$ cat src/rtl/fetch_stage_pkg.sv
// Shared types and constants for the instruction fetch stage.
package fetch_stage_pkg;

  localparam int unsigned INSTR_W     = 32;
  localparam int unsigned PC_W        = 32;
  localparam int unsigned PC_STEP     = 4;
  localparam int unsigned FETCH_CNT_W = 32;
  localparam int unsigned FLUSH_CNT_W = 16;

  typedef enum logic {
    RUN  = 1'b0,
    HOLD = 1'b1
  } fetch_state_e;

  // One buffered instruction together with its fetch address
  typedef struct packed {
    logic [INSTR_W-1:0] instr;
    logic [PC_W-1:0]    pc;
  } fetch_entry_t;

  // Force a byte address onto a word boundary
  function automatic logic [PC_W-1:0] align_pc(input logic [PC_W-1:0] a);
    return {a[PC_W-1:2], 2'b00};
  endfunction

endpackage

$ cat src/rtl/fetch_stage_if.sv
// Instruction-memory, redirect and decode-side signals of the fetch stage.
interface fetch_stage_if;
  import fetch_stage_pkg::*;

  logic               IMemReq;
  logic [PC_W-1:0]    IMemAddr;
  logic [INSTR_W-1:0] IMemData;
  logic               Redirect;
  logic [PC_W-1:0]    RedirectPC;
  logic               OutValid;
  logic               OutReady;
  logic [INSTR_W-1:0] OutInstr;
  logic [PC_W-1:0]    OutPC;
  logic [PC_W-1:0]    OutPCPlus4;

  // Fetch stage side
  modport master (
    output IMemReq, IMemAddr, OutValid, OutInstr, OutPC, OutPCPlus4,
    input  IMemData, Redirect, RedirectPC, OutReady
  );

  // Memory / decode / branch-unit side
  modport slave (
    input  IMemReq, IMemAddr, OutValid, OutInstr, OutPC, OutPCPlus4,
    output IMemData, Redirect, RedirectPC, OutReady
  );

endinterface

$ cat src/rtl/fetch_skid_buf.sv
// One-entry skid buffer holding an instruction and its PC while decode stalls.
module fetch_skid_buf
  import fetch_stage_pkg::*;
(
  input  logic         i_clk,
  input  logic         i_rst,
  input  logic         i_load,
  input  logic         i_unload,
  input  logic         i_clear,
  input  fetch_entry_t i_entry,
  output logic         o_valid,
  output fetch_entry_t o_entry
);

  logic         r_valid;
  fetch_entry_t r_entry;

  // Clear wins over load, load wins over unload
  always_ff @(posedge i_clk or posedge i_rst) begin
    if (i_rst) begin
      r_valid <= 1'b0;
      r_entry <= '0;
    end else if (i_clear) begin
      r_valid <= 1'b0;
    end else if (i_load) begin
      r_valid <= 1'b1;
      r_entry <= i_entry;
    end else if (i_unload) begin
      r_valid <= 1'b0;
    end
  end

  assign o_valid = r_valid;
  assign o_entry = r_entry;

endmodule

$ cat src/rtl/fetch_stage.sv
// Instruction fetch stage: PC sequencing, one-cycle memory, output reg + skid.
// Optional performance counters enabled with `define FETCH_PERF_CNT_EN.
module fetch_stage
  import fetch_stage_pkg::*;
#(
  parameter logic [31:0] RESET_PC = 32'h0000_0000
) (
  input  logic          Clk,
  input  logic          Reset,
  fetch_stage_if.master bus
`ifdef FETCH_PERF_CNT_EN
  ,
  output logic [FETCH_CNT_W-1:0] FetchCount,
  output logic [FLUSH_CNT_W-1:0] FlushCount
`endif
);

  fetch_state_e    r_state;
  fetch_state_e    w_state_nxt;
  logic [PC_W-1:0] r_pc;
  logic            r_pend;
  logic            r_out_valid;
  fetch_entry_t    r_out;
  logic [PC_W-1:0] r_out_pc4;

  logic            w_req;
  logic            w_accept;
  logic            w_load_out;
  logic            w_load_skid;
  logic            w_unload_skid;
  logic            w_skid_valid;
  fetch_entry_t    w_skid_entry;
  fetch_entry_t    w_resp_entry;

  assign w_accept = r_out_valid & bus.OutReady;

  // PC has already advanced past the in-flight request
  assign w_resp_entry = '{instr: bus.IMemData, pc: r_pc - PC_W'(PC_STEP)};

  // State register
  always_ff @(posedge Clk or posedge Reset) begin
    if (Reset) r_state <= RUN;
    else       r_state <= w_state_nxt;
  end

  // Next state, request and buffer steering; redirect overrides everything
  always_comb begin
    w_state_nxt   = r_state;
    w_req         = 1'b0;
    w_load_out    = 1'b0;
    w_load_skid   = 1'b0;
    w_unload_skid = 1'b0;
    case (r_state)
      RUN: begin
        w_req = !(r_out_valid & !bus.OutReady);
        if (r_pend) begin
          if (!r_out_valid || bus.OutReady) begin
            w_load_out = 1'b1;
          end else begin
            w_load_skid = 1'b1;
            w_state_nxt = HOLD;
          end
        end
      end
      HOLD: begin
        if (w_accept && w_skid_valid) begin
          w_unload_skid = 1'b1;
          w_state_nxt   = RUN;
        end
      end
      default: w_state_nxt = RUN;
    endcase
    if (bus.Redirect) begin
      w_state_nxt   = RUN;
      w_req         = 1'b0;
      w_load_out    = 1'b0;
      w_load_skid   = 1'b0;
      w_unload_skid = 1'b0;
    end
    if (Reset) w_req = 1'b0;
  end

  // PC, in-flight flag and output register
  always_ff @(posedge Clk or posedge Reset) begin
    if (Reset) begin
      r_pc        <= RESET_PC;
      r_pend      <= 1'b0;
      r_out_valid <= 1'b0;
      r_out       <= '0;
      r_out_pc4   <= '0;
    end else if (bus.Redirect) begin
      r_pc        <= align_pc(bus.RedirectPC);
      r_pend      <= 1'b0;
      r_out_valid <= 1'b0;
    end else begin
      r_pend <= w_req;
      if (w_req) r_pc <= r_pc + PC_W'(PC_STEP);
      if (w_load_out) begin
        r_out_valid <= 1'b1;
        r_out       <= w_resp_entry;
        r_out_pc4   <= w_resp_entry.pc + PC_W'(PC_STEP);
      end else if (w_unload_skid) begin
        r_out_valid <= 1'b1;
        r_out       <= w_skid_entry;
        r_out_pc4   <= w_skid_entry.pc + PC_W'(PC_STEP);
      end else if (w_accept) begin
        r_out_valid <= 1'b0;
      end
    end
  end

  fetch_skid_buf u_skid (
    .i_clk    (Clk),
    .i_rst    (Reset),
    .i_load   (w_load_skid),
    .i_unload (w_unload_skid),
    .i_clear  (bus.Redirect),
    .i_entry  (w_resp_entry),
    .o_valid  (w_skid_valid),
    .o_entry  (w_skid_entry)
  );

  assign bus.IMemReq    = w_req;
  assign bus.IMemAddr   = r_pc;
  assign bus.OutValid   = r_out_valid;
  assign bus.OutInstr   = r_out.instr;
  assign bus.OutPC      = r_out.pc;
  assign bus.OutPCPlus4 = r_out_pc4;

`ifdef FETCH_PERF_CNT_EN
  logic [FETCH_CNT_W-1:0] r_fetch_cnt;
  logic [FLUSH_CNT_W-1:0] r_flush_cnt;

  // Accepted-instruction and saturating redirect counters
  always_ff @(posedge Clk or posedge Reset) begin
    if (Reset) begin
      r_fetch_cnt <= '0;
      r_flush_cnt <= '0;
    end else begin
      if (w_accept) r_fetch_cnt <= r_fetch_cnt + FETCH_CNT_W'(1);
      if (bus.Redirect && (r_flush_cnt != {FLUSH_CNT_W{1'b1}}))
        r_flush_cnt <= r_flush_cnt + FLUSH_CNT_W'(1);
    end
  end

  assign FetchCount = r_fetch_cnt;
  assign FlushCount = r_flush_cnt;
`endif

endmodule

$ cat src/flat_wrapper.sv
// flat-port wrapper written by rule: the top's interface ports become plain ports
module fetch_stage_flat import fetch_stage_pkg::*;
#(
  parameter logic [31:0] RESET_PC = 32'h0000_0000
)
  (Clk, Reset, bus_IMemReq, bus_IMemAddr, bus_OutValid, bus_OutInstr, bus_OutPC, bus_OutPCPlus4, bus_IMemData, bus_Redirect, bus_RedirectPC, bus_OutReady);
  fetch_stage_if bus_i ();
  input  logic Clk;
  input  logic Reset;
  output wire logic [$bits(bus_i.IMemReq)-1:0] bus_IMemReq;
  output wire logic [$bits(bus_i.IMemAddr)-1:0] bus_IMemAddr;
  output wire logic [$bits(bus_i.OutValid)-1:0] bus_OutValid;
  output wire logic [$bits(bus_i.OutInstr)-1:0] bus_OutInstr;
  output wire logic [$bits(bus_i.OutPC)-1:0] bus_OutPC;
  output wire logic [$bits(bus_i.OutPCPlus4)-1:0] bus_OutPCPlus4;
  input wire logic [$bits(bus_i.IMemData)-1:0] bus_IMemData;
  input wire logic [$bits(bus_i.Redirect)-1:0] bus_Redirect;
  input wire logic [$bits(bus_i.RedirectPC)-1:0] bus_RedirectPC;
  input wire logic [$bits(bus_i.OutReady)-1:0] bus_OutReady;
  assign bus_IMemReq = bus_i.IMemReq;
  assign bus_IMemAddr = bus_i.IMemAddr;
  assign bus_OutValid = bus_i.OutValid;
  assign bus_OutInstr = bus_i.OutInstr;
  assign bus_OutPC = bus_i.OutPC;
  assign bus_OutPCPlus4 = bus_i.OutPCPlus4;
  assign bus_i.IMemData = bus_IMemData;
  assign bus_i.Redirect = bus_Redirect;
  assign bus_i.RedirectPC = bus_RedirectPC;
  assign bus_i.OutReady = bus_OutReady;
  fetch_stage #(.RESET_PC(RESET_PC)) u_core (.Clk(Clk), .Reset(Reset), .bus(bus_i));
endmodule
$ cat config.mk
export PLATFORM = sky130hd
export DESIGN_NAME = fetch_stage_flat
export DESIGN_NICKNAME = d
export VERILOG_FILES = /design/src/rtl/fetch_stage_pkg.sv /design/src/rtl/fetch_stage_if.sv /design/src/rtl/fetch_skid_buf.sv /design/src/rtl/fetch_stage.sv /design/src/flat_wrapper.sv
export SDC_FILE = /design/constraint.sdc
export NUM_CORES = 1
export LEC_CHECK = 0
export CAP_MARGIN = 15
export CORE_ASPECT_RATIO = 2
export CORE_MARGIN = 8
export CORE_UTILIZATION = 56
export CTS_CLUSTER_SIZE = 28
export DETAILED_ROUTE_END_ITERATION = 10
export GPL_TIMING_DRIVEN = 0
export MAX_ROUTING_LAYER = met4
export PLACE_DENSITY = 0.95
export SKIP_LAST_GASP = 1
export SYNTH_ARGS = -nofsm -noshare
export SYNTH_HDL_FRONTEND = slang
export SYNTH_SLANG_ARGS = --single-unit
$ cat constraint.sdc
create_clock -name Clk -period 18.5 [get_ports Clk]
set_clock_uncertainty 0.2 [all_clocks]
set_input_delay 4.625 -clock Clk [delete_from_list [all_inputs] [get_ports Clk]]
set_output_delay 4.625 -clock Clk [all_outputs]
set_load 0.005 [all_outputs]
# --- After elaboration in Yosys (flattened, before gate mapping) ---
# Index checks and enable logic that the tools add are counted.
# W data, S select, Z words.
word_totals:
  out_inout_bits: 130
  word_cells: 60
  reg_bits: 196
  input_bits: 68
op_classes:
  n_bitwise: 4
  addsub: 4
  muxes: 31
  n_reduce_logical: 11
ops:
  columns: ["operator", "n"]
  rows:
  - ["$mux W32", 4]
  - ["$mux W64", 2]
  - ["$add A32 B3 Y32 const B", 3]
  - ["$sub A32 B3 Y32 const B", 1]
  - ["$mux W1", 24]
  - ["$reduce_and A2 Y1", 2]
  - ["$reduce_bool A2 Y1", 2]
  - ["$reduce_bool A4 Y1", 1]
  - ["$logic_not A1 Y1", 3]
  - ["$reduce_bool A3 Y1", 1]
  - ["$and A1 B1 Y1", 2]
  - ["$not A1 Y1", 2]
  - ["$pmux W1 S2", 1]
  - ["$logic_and A1 B1 Y1", 1]
  - ["$logic_or A1 B1 Y1", 1]

# --- Depth between registers and ports, before layout ---
# Gate-level depths: netlist of the first run.
depth:
  ltp_word: 8
  mapped_depth: 15
  depth_no_buf: 10

# --- Hierarchy ---
# Synthesis of the first run repeated with hierarchy kept, for this count alone.
unflattened:
  cells_unflattened: 1064
  area_unflattened_um2: 10234.8
modules_own_cells:
  columns: ["module", "instances", "seq_area_each_um2", "area_each_um2", "cells_each"]
  rows:
  - ["fetch_stage", 1, 3178.0, 7489.7, 923]
  - ["fetch_skid_buf", 1, 1626.6, 2745.1, 141]

# --- Worst setup path after synthesis of the first run ---
# Ideal clock, no wire load.
synth_timing:
  path_type: "input to output"
  start: "input bus_OutReady"
  end: "output bus_IMemReq"
  t_arrival_ps: 5688
  cell_stages: 5
  required_ps: 13675
  path_buffers: 2
  path_slack_ps: 7987
  cell_sequence: "nor2b_1 > clkbuf_1 > or4_1 > inv_1 > clkbuf_1"
synth_via:
  elab_chain_cells: 6
synth_lines:
  columns: ["element", "line", "source"]
  rows:
  - ["start: declaration", "flat_wrapper.sv:19", "input wire logic [$bits(bus_i.OutReady)-1:0] bus_OutReady;"]
  - ["$logic_not A1 Y1", "fetch_stage.sv:55", "w_req = !(r_out_valid & !bus.OutReady);"]
  - ["$and A1 B1 Y1", "fetch_stage.sv:55", null]
  - ["$logic_not A1 Y1", "fetch_stage.sv:55", null]
  - ["$mux W1", "fetch_stage.sv:53", "case (r_state)"]
  - ["$mux W1", "fetch_stage.sv:73", "if (bus.Redirect) begin"]
  - ["$mux W1", "fetch_stage.sv:80", "if (Reset) w_req = 1'b0;"]
  - ["end: declaration", "flat_wrapper.sv:10", "output wire logic [$bits(bus_i.IMemReq)-1:0] bus_IMemReq;"]
# Every way passes these cells.

# --- Worst setup path after layout of the first run ---
# Ends and elaborated chain as after synthesis.

==> metrics.yaml, run 1 <==
std_cell_rows: 68
switchingPower_w: 0.0004103
cp_num_cells: 7
wl_met3_mm: 2.229
max_stage_delay_ns: 0.63
dp.final_hpwl_mm: 24.89
largest_net_degree_at_the_start_of_global_routing: 109
gr-total-overflow: 0
worst_setup_path_endpoint: "bus_IMemReq"
pwr-share-comb_pct: 28.3
period_share_pct: 66.75
final_period_minus_worst_setup_slack_ns: 12.35
share_of_cells_above_drive_strength_1_pct: 8.429
critical_path_arrival_ns: 7.52
cts_resized: 0
intPower_w: 0.0008995
routed-via-count: 9491
slowest_stage: "clkdlybuf4s50_1"
critPathRequiredTime_ns: 13.68
tightestPinTransition_ns: 1.216
r2r-end: "u_core.bus.OutPCPlus4[24]"
port_buffers: 189
die_x_um: 109.5
synth_edf_count: 0
cts_hold_buffers: 0
worst-r2r-cell-count: 15
tritoncts_clock_tree: "done"
drtPass1Iterations: 6
power_switching_share_pct: 31.32
nets: 1363
die_height_um: 203.1
post-route-worst-setup-slack_ns: 6.152
syn_inst: 1078
worst_r2r_startpoint: "u_core.bus.OutValid"
totalWireLength_mm: 33.67
post-route-cell-area_um2: 12620
synth.avg_cell_area_um2: 9.089
outcome: "completed"
antenna_violations_before_repair: 0
floorplan.die_area_um2: 22240
clock_transition_at_the_registers_of_the_reported_paths_ns: 0.07
sum_of_met2_wire_segment_lengths_after_detailed_routing_mm: 18.33
timing.critical_path.cells: "clkdlybuf4s50_1 > nor2b_1 > clkbuf_1 > or4_1 > inv_1 > clkbuf_1 > clkdlybuf4s50_1"
cts_max_path_buffers: 2
met1_length_mm: 11.00
cts.sink_count: 188
drt.antenna.violating_nets: 0
synth-seq-area-share_pct: 48.01
fillerInstances: 1208
drcViolationCount: 0
grt_pass1_wl_mm: 52.93
preCtsSetupSlack_ns: 6.248
worst_path_dominant_cell_family: "buffers and inverters"
setup_repair_after_global_routing_missed_its_margin: "false"
ir_drop_mv: 0.07542
cp_num_buf_inv: 5
power.static_leakage_nw: 5.328
synth-async-reset-ratio_pct: 100.0
crit_fanout: 10
number_of_global_route_vias_before_repair: 10280
top_layer: "met4"
tns_ns: 0
areaGrowthSynthToFinish_pct: 28.78
grt.total_usage_pct: 31.70
setup.worst_path.start_class: "input pin"
finalWeightedCongestion: 0.9866
yosysWarnings: 0
synth_flop_cell: "dfrtp_1"
total_power_w: 0.001310
vias_per_cell: 6.265
final_setup_violations: 0
detailed_place.area_um2: 12010
cts.root.buffer_cell: "clkbuf_16"
worst_setup_path_startpoint: "bus_OutReady"
ys_ff_latch: 188
worstSetupPathType: "in2out"
ios: 198
worst_skew_late_latency_ns: 0.44
power.share.clock_pct: 29.6
final_hold_viol_count: 0
r2r_slack_ns: 12.89
synth_cell_types: 76
routed_wire_length_per_instance_um: 22.22
htree_num_levels: 4
fmax_mhz: 80.98
seq_pwr_share_pct: 42.0
slew_headroom_pct: 18.23
dr.first_iter.drc_count: 686
insertedDiodeCount: 0
numCtsBuffers: 17
max-cap-violations: 0
worst_hold_path_type: "reg2reg"
start_util_pct: 57.01
mappedNetlistArea_um2: 9798
critPathCaptureType: "output port"
fp.coreArea_um2: 17190
power.density_nw_per_um2: 103.8
cts_setup_buffers: 0
drv_slew: 0
worst_hold_startpoint: "u_core.bus.OutPC[25]"
## how the worst min path moves through the flow
stage | endpoint | slack [ns] | cells past startpoint
final | u_core.bus.OutPC[25] | 0.28 | 1
after global routing | u_core.bus.OutPC[26] | 0.30 | 1
after CTS | u_core.u_skid.o_entry[22] | 0.28 | 1
after detailed placement | u_core.u_skid.o_entry[24] | 0.27 | 1
after global placement | u_core.u_skid.o_entry[27] | 0.26 | 2
after floorplan | u_core.u_skid.o_entry[27] | 0.24 | 2
## synthesized netlist by cell type, drive strengths merged, types with 8 or more instances
library cell	n	area (um2)
nor2	91	341.6
xor2	22	192.7
a221o	12	120.1
a31oi	40	271.5
buf	25	142.6
nand3	23	120.1
mux2	34	386.6
nand2b	8	50.05
a21o	9	67.56
and2	9	56.30
xnor2	19	166.4
inv	15	56.30
o21ai	102	510.5
and3	11	68.82
a21oi	32	160.2
nor3b	10	91.34
nor3	26	146.4
dfrtp	188	4705
nand2	219	824.5
nand4	9	62.56
clkbuf	61	229.0
nor4	18	187.7
## layer usage
| layer | GRT usage, % | vias to the layer above |
|---|---|---|
| met5 | - | - |
| met4 | 22.05 | 0 |
| met3 | 4.986 | 160 |
| met2 | 55.72 | 556 |
| met1 | 30.30 | 4555 |
| li1 | - | 4220 |
## power groups by stage
stage          combinational, W  clock (W)  sequential [W]
6_report               0.000371   0.000388        0.000551
3_5_place_dp           0.000367          0        0.000555
5_1_grt                0.000402   0.000401        0.000560
2_1_floorplan          0.000160          0        0.000549
3_3_place_gp           0.000353          0        0.000550
4_1_cts                0.000371   0.000388        0.000549
## area by class of cell
cell class	instances	area, um2	area share [%]
Tap cell	210	262.8	2.082
Sequential cell	188	4705	37.28
Buffer	86	371.6	2.945
Timing Repair Buffer	190	1919	15.21
Clock buffer	18	429.2	3.401
Clock inverter	14	182.7	1.448
Inverter	15	63.81	0.5057
Multi-Input combinational cell	794	4684	37.12
## cell families (layout without fill, tap and decap cells)
family                     Yosys count  in the layout  synth area share [%]
and+or+nand+nor                    456            456                 22.65
AOI/OAI and AO/OA                  249            249                 16.42
DFF                                188            188                 48.01
buffers and inverters              101            323                 4.367
xor gates and xnor gates            41             41                 3.665
muxes                               39             39                 4.457
adders and majority gates            3              3                0.3831
other                                1              6               0.03827
## worst reg2reg max path, stage by stage, from the launching register on
cell	delay [ns]
dfrtp_1	0.36
clkbuf_1	0.28
nand2b_1	0.16
nand2_1	0.29
buf_2	0.34
clkbuf_1	0.50
clkbuf_1	0.51
clkbuf_1	0.56
nand2_1	0.11
o21ai_0	0.14
ha_1	0.30
nor4b_2	0.34
nand2_1	0.38
nor4_4	0.62
mux2i_1	0.28
nand3_1	0.11
## sequential cells by signal, indices dropped and copies added (netlist names)
register,cells
u_core.u_skid.o_entry,62
u_core.bus.OutInstr,32
u_core.bus.IMemAddr,30
u_core.bus.OutPCPlus4,30
u_core.bus.OutPC,30
u_core.bus.OutValid,1
u_core.r_pend,1
u_core.r_state,1
u_core.u_skid.o_valid,1
## cell usage in the layout, fill, tap and decap left out, types with 5 or more instances in the layout
cell type          n
a21o_1             9
a21oi_1           32
a221o_1           12
a222oi_1           6
a22oi_1            5
a31oi_1           38
and2_1             9
and3_1            11
buf_1              7
buf_2              9
buf_4              8
clkbuf_1          62
clkbuf_16         17
clkdlybuf4s50_1  189
conb_1             6
dfrtp_1          188
inv_1             14
mux2_2            33
mux2i_1            5
nand2_1          218
nand2b_1           8
nand3_1           22
nand4_1            8
nor2_1            91
nor3_1            24
nor3b_1            8
nor4_1            13
nor4_4             5
o21ai_0          101
o311ai_0           6
o31a_1             5
o31ai_1            6
or3_1              6
or4_1              5
xnor2_1           19
xor2_1            22
## stage by stage
| stage | util [%] | instances | hold WS [ns] |
|---|---|---|---|
| 6_report | 73.42 | 1515 | 0.2785 |
| 4_1_cts | 73.42 | 1515 | 0.2828 |
| 2_1_floorplan | - | 1083 | 0.2418 |
| 3_5_place_dp | 69.86 | 1483 | 0.2670 |
| 5_1_grt | 73.42 | 1515 | 0.3003 |
| 3_3_place_gp | 69.66 | 1482 | 0.2562 |
Power figures use the tool's default switching activity.
==> run 2, diff against run 1 <==
--- a/config.mk
+++ b/config.mk
@@ -8,12 +8,12 @@
 export CAP_MARGIN = 15
 export CORE_ASPECT_RATIO = 2
 export CORE_MARGIN = 8
-export CORE_UTILIZATION = 56
+export CORE_UTILIZATION = 47
 export CTS_CLUSTER_SIZE = 28
 export DETAILED_ROUTE_END_ITERATION = 10
 export GPL_TIMING_DRIVEN = 0
 export MAX_ROUTING_LAYER = met4
-export PLACE_DENSITY = 0.95
+export PLACE_DENSITY = 0.88
 export SKIP_LAST_GASP = 1
 export SYNTH_ARGS = -nofsm -noshare
 export SYNTH_HDL_FRONTEND = slang
==> constraint.sdc (replaced) <==
create_clock -name Clk -period 10.88 [get_ports Clk]
set_clock_uncertainty 0.2 [all_clocks]
set_input_delay 2.72 -clock Clk [delete_from_list [all_inputs] [get_ports Clk]]
set_output_delay 2.72 -clock Clk [all_outputs]
set_load 0.005 [all_outputs]
==> run 2 against run 1 <==
  * Global-route usage fell by 7.5 points
  * Highest routed layer unchanged
  * Largest power group unchanged
  * Non-clock buffer count did not move
  * Setup slack got worse by 3.7 ns
  * Critical path type unchanged
==> metrics.yaml, run 2 (synthesis gave the netlist of run 1 again) <==
outcome: "completed"
dr.first_iter.drc_count: 824  # +20%
share_of_cells_above_drive_strength_1_pct: 8.506  # +0.077 points
worst-r2r-cell-count: 15  # unchanged
final_setup_violations: 0  # unchanged
tritoncts_clock_tree: "done"
floorplan.die_area_um2: 26000  # +17%
fmax_mhz: 118.0
port_buffers: 189  # unchanged
switchingPower_w: 0.0006920  # +69%
slowest_stage: "clkdlybuf4s50_1"
worstSetupPathType: "in2out"
hold_end: "u_core.u_skid.o_entry[24]"
cts_hold_buffers: 0  # unchanged
cts_resized: 0  # unchanged
drtPass1Iterations: 7  # +1
detailed_place.area_um2: 12080  # +0.61%
ios: 198  # unchanged
cts.sink_count: 188  # unchanged
worst_hold_startpoint: "u_core.u_skid.o_entry[24]"
critPathRequiredTime_ns: 7.96  # -5.72 ns
fp.coreArea_um2: 20740  # +21%
cts_setup_buffers: 0  # unchanged
largest_reg_flops: 62  # unchanged
mostFrequentLayoutCells: "nand2_1 (218), clkdlybuf4s50_1 (189), dfrtp_1 (188)"
routed_wire_length_per_instance_um: 19.32  # -13%
nets: 1363  # unchanged
worst_setup_path_startpoint: "bus_OutReady"
finalWeightedCongestion: 0.9195  # -6.8%
die_height_um: 220.2  # +8.4%
critPathCaptureType: "output port"
final_core_area_utilization_pct: 61.10  # -12 points
power.static_leakage_nw: 5.314  # -0.26%
dp.final_hpwl_mm: 23.32  # -6.3%
worst_skew_late_latency_ns: 0.45  # about the same
antenna_violations_before_repair: 0  # unchanged
htree_num_levels: 4  # unchanged
clock_transition_at_the_registers_of_the_reported_paths_ns: 0.07  # about the same
drt.antenna.violating_nets: 0  # unchanged
critical_path_arrival_ns: 5.55  # -1.97 ns
numCtsBuffers: 17  # unchanged
period_share_pct: 77.89
max_stage_delay_ns: 0.62  # about the same
largest_net_degree_at_the_start_of_global_routing: 105  # -3.7%
std_cell_rows: 75  # +10%
post-route-cell-area_um2: 12670  # +0.42%
cts.root.buffer_cell: "clkbuf_16"
drv_slew: 0  # unchanged
intPower_w: 0.001474  # +64%
worst_hold_path_type: "reg2reg"
tns_ns: 0  # unchanged
grt_pass1_wl_mm: 49.47  # -6.5%
totalWireLength_mm: 30.45  # -9.5%
cts_max_path_buffers: 2  # unchanged
power_switching_share_pct: 31.95  # +0.63 points
power.share.clock_pct: 28.6  # -1.0 points
ir_drop_mv: 0.1074  # +42%
routed-via-count: 9240  # -2.6%
timing.critical_path.cells: "clkdlybuf4s50_1 > nor2b_1 > clkbuf_1 > or4_1 > inv_1 > clkbuf_1 > clkdlybuf4s50_1"
r2r-end: "u_core.bus.OutPCPlus4[28]"
die_x_um: 118.1  # +7.8%
power.density_nw_per_um2: 170.9  # +65%
final_period_minus_worst_setup_slack_ns: 8.474
start_util_pct: 47.25  # -9.8 points
setup_repair_after_global_routing_missed_its_margin: "false"
area.sequential_um2: 4705  # unchanged
final_hold_viol_count: 0  # unchanged
final_common_cell: "nand2_1"
r2r_slack_ns: 5.73  # -7.16 ns
vias_per_cell: 5.863  # -6.4%
seq_pwr_share_pct: 43.2  # +1.2 points
fillerInstances: 1690  # +40%
drcViolationCount: 0  # unchanged
timing.hold.worst_path_depth: 1  # unchanged
worst_r2r_startpoint: "u_core.r_state"
total_power_w: 0.002166  # +65%
setup.worst_path.start_class: "input pin"
pwr-share-comb_pct: 28.2  # about the same
crit_fanout: 10  # unchanged
grt.total_usage_pct: 24.20  # -7.5 points
gr-total-overflow: 0  # unchanged
multi_input_area_um2: 4684  # unchanged
tightestPinTransition_ns: 0.8272  # -0.3889 ns
slew_headroom_pct: 44.34  # +26 points
areaGrowthSynthToFinish_pct: 29.32
max-cap-violations: 0  # unchanged
number_of_global_route_vias_before_repair: 9564  # -6.9%
## run 2: cell types whose count changed in the layout (fill, tap and decap cells not counted), sizes merged
| cell | before | now |
|---|---|---|
| inv | 21 | 24 |
| bufinv | 3 | 0 |
| diode | 0 | 2 |
## run 2: layer usage
metal  global-route usage (%)  routed length, um  part of all wire [%]
met5                        -                  0                     0
met4                    13.36               1288                   4.2
met3                    4.548               1975                   6.5
met2                    39.74              15070                    49
met1                    27.54              12120                    40
## run 2: layout make-up
class                   instances  share of cell area [%]
flip-flops and latches        188                   37.13
multi-input cells             794                   36.97
repair buffers                190                   15.15
clock buffers                  18                   3.466
plain buffers                  86                   2.933
well taps                     269                   2.656
clock inverters                14                   1.155
inverters                      15                  0.5036
diodes                          2                 0.03950
## run 2: power groups by stage
stage / logic, W / clock network [W] / registers [W]
after floorplan: 0.000273 / 0 / 0.000934
after global placement: 0.000587 / 0 / 0.000939
after detailed placement: 0.000612 / 0 / 0.000946
after global routing: 0.000673 / 0.000650 / 0.000953
final: 0.000611 / 0.000619 / 0.000936
after CTS: 0.000615 / 0.000625 / 0.000934
## run 2: worst max-delay path by stage
stage,endpoint,slack (ns),cells past startpoint
finish,bus_IMemReq,2.41,7
global placement,u_core.bus.OutInstr[22],0.45,2
floorplan,u_core.bus.IMemAddr[10],2.85,1
CTS,bus_IMemReq,2.45,7
global route,bus_IMemReq,2.31,7
detailed placement,bus_IMemReq,2.47,7
## run 2: metrics by stage
step / hold slack, ns / setup WS (ns) / cells
after floorplan: 0.2418 / 2.846 / 1083
after CTS: 0.2842 / 2.450 / 1574
final: 0.2824 / 2.406 / 1576
after global placement: 0.2538 / 0.4475 / 1541
after global routing: 0.3014 / 2.306 / 1574
after detailed placement: 0.2668 / 2.466 / 1542
## run 2: critical path, delay by kind of cell
kind,cells,cell delay (ns)
buffers and inverters,5,2.20
AND/OR/NAND/NOR,2,0.63
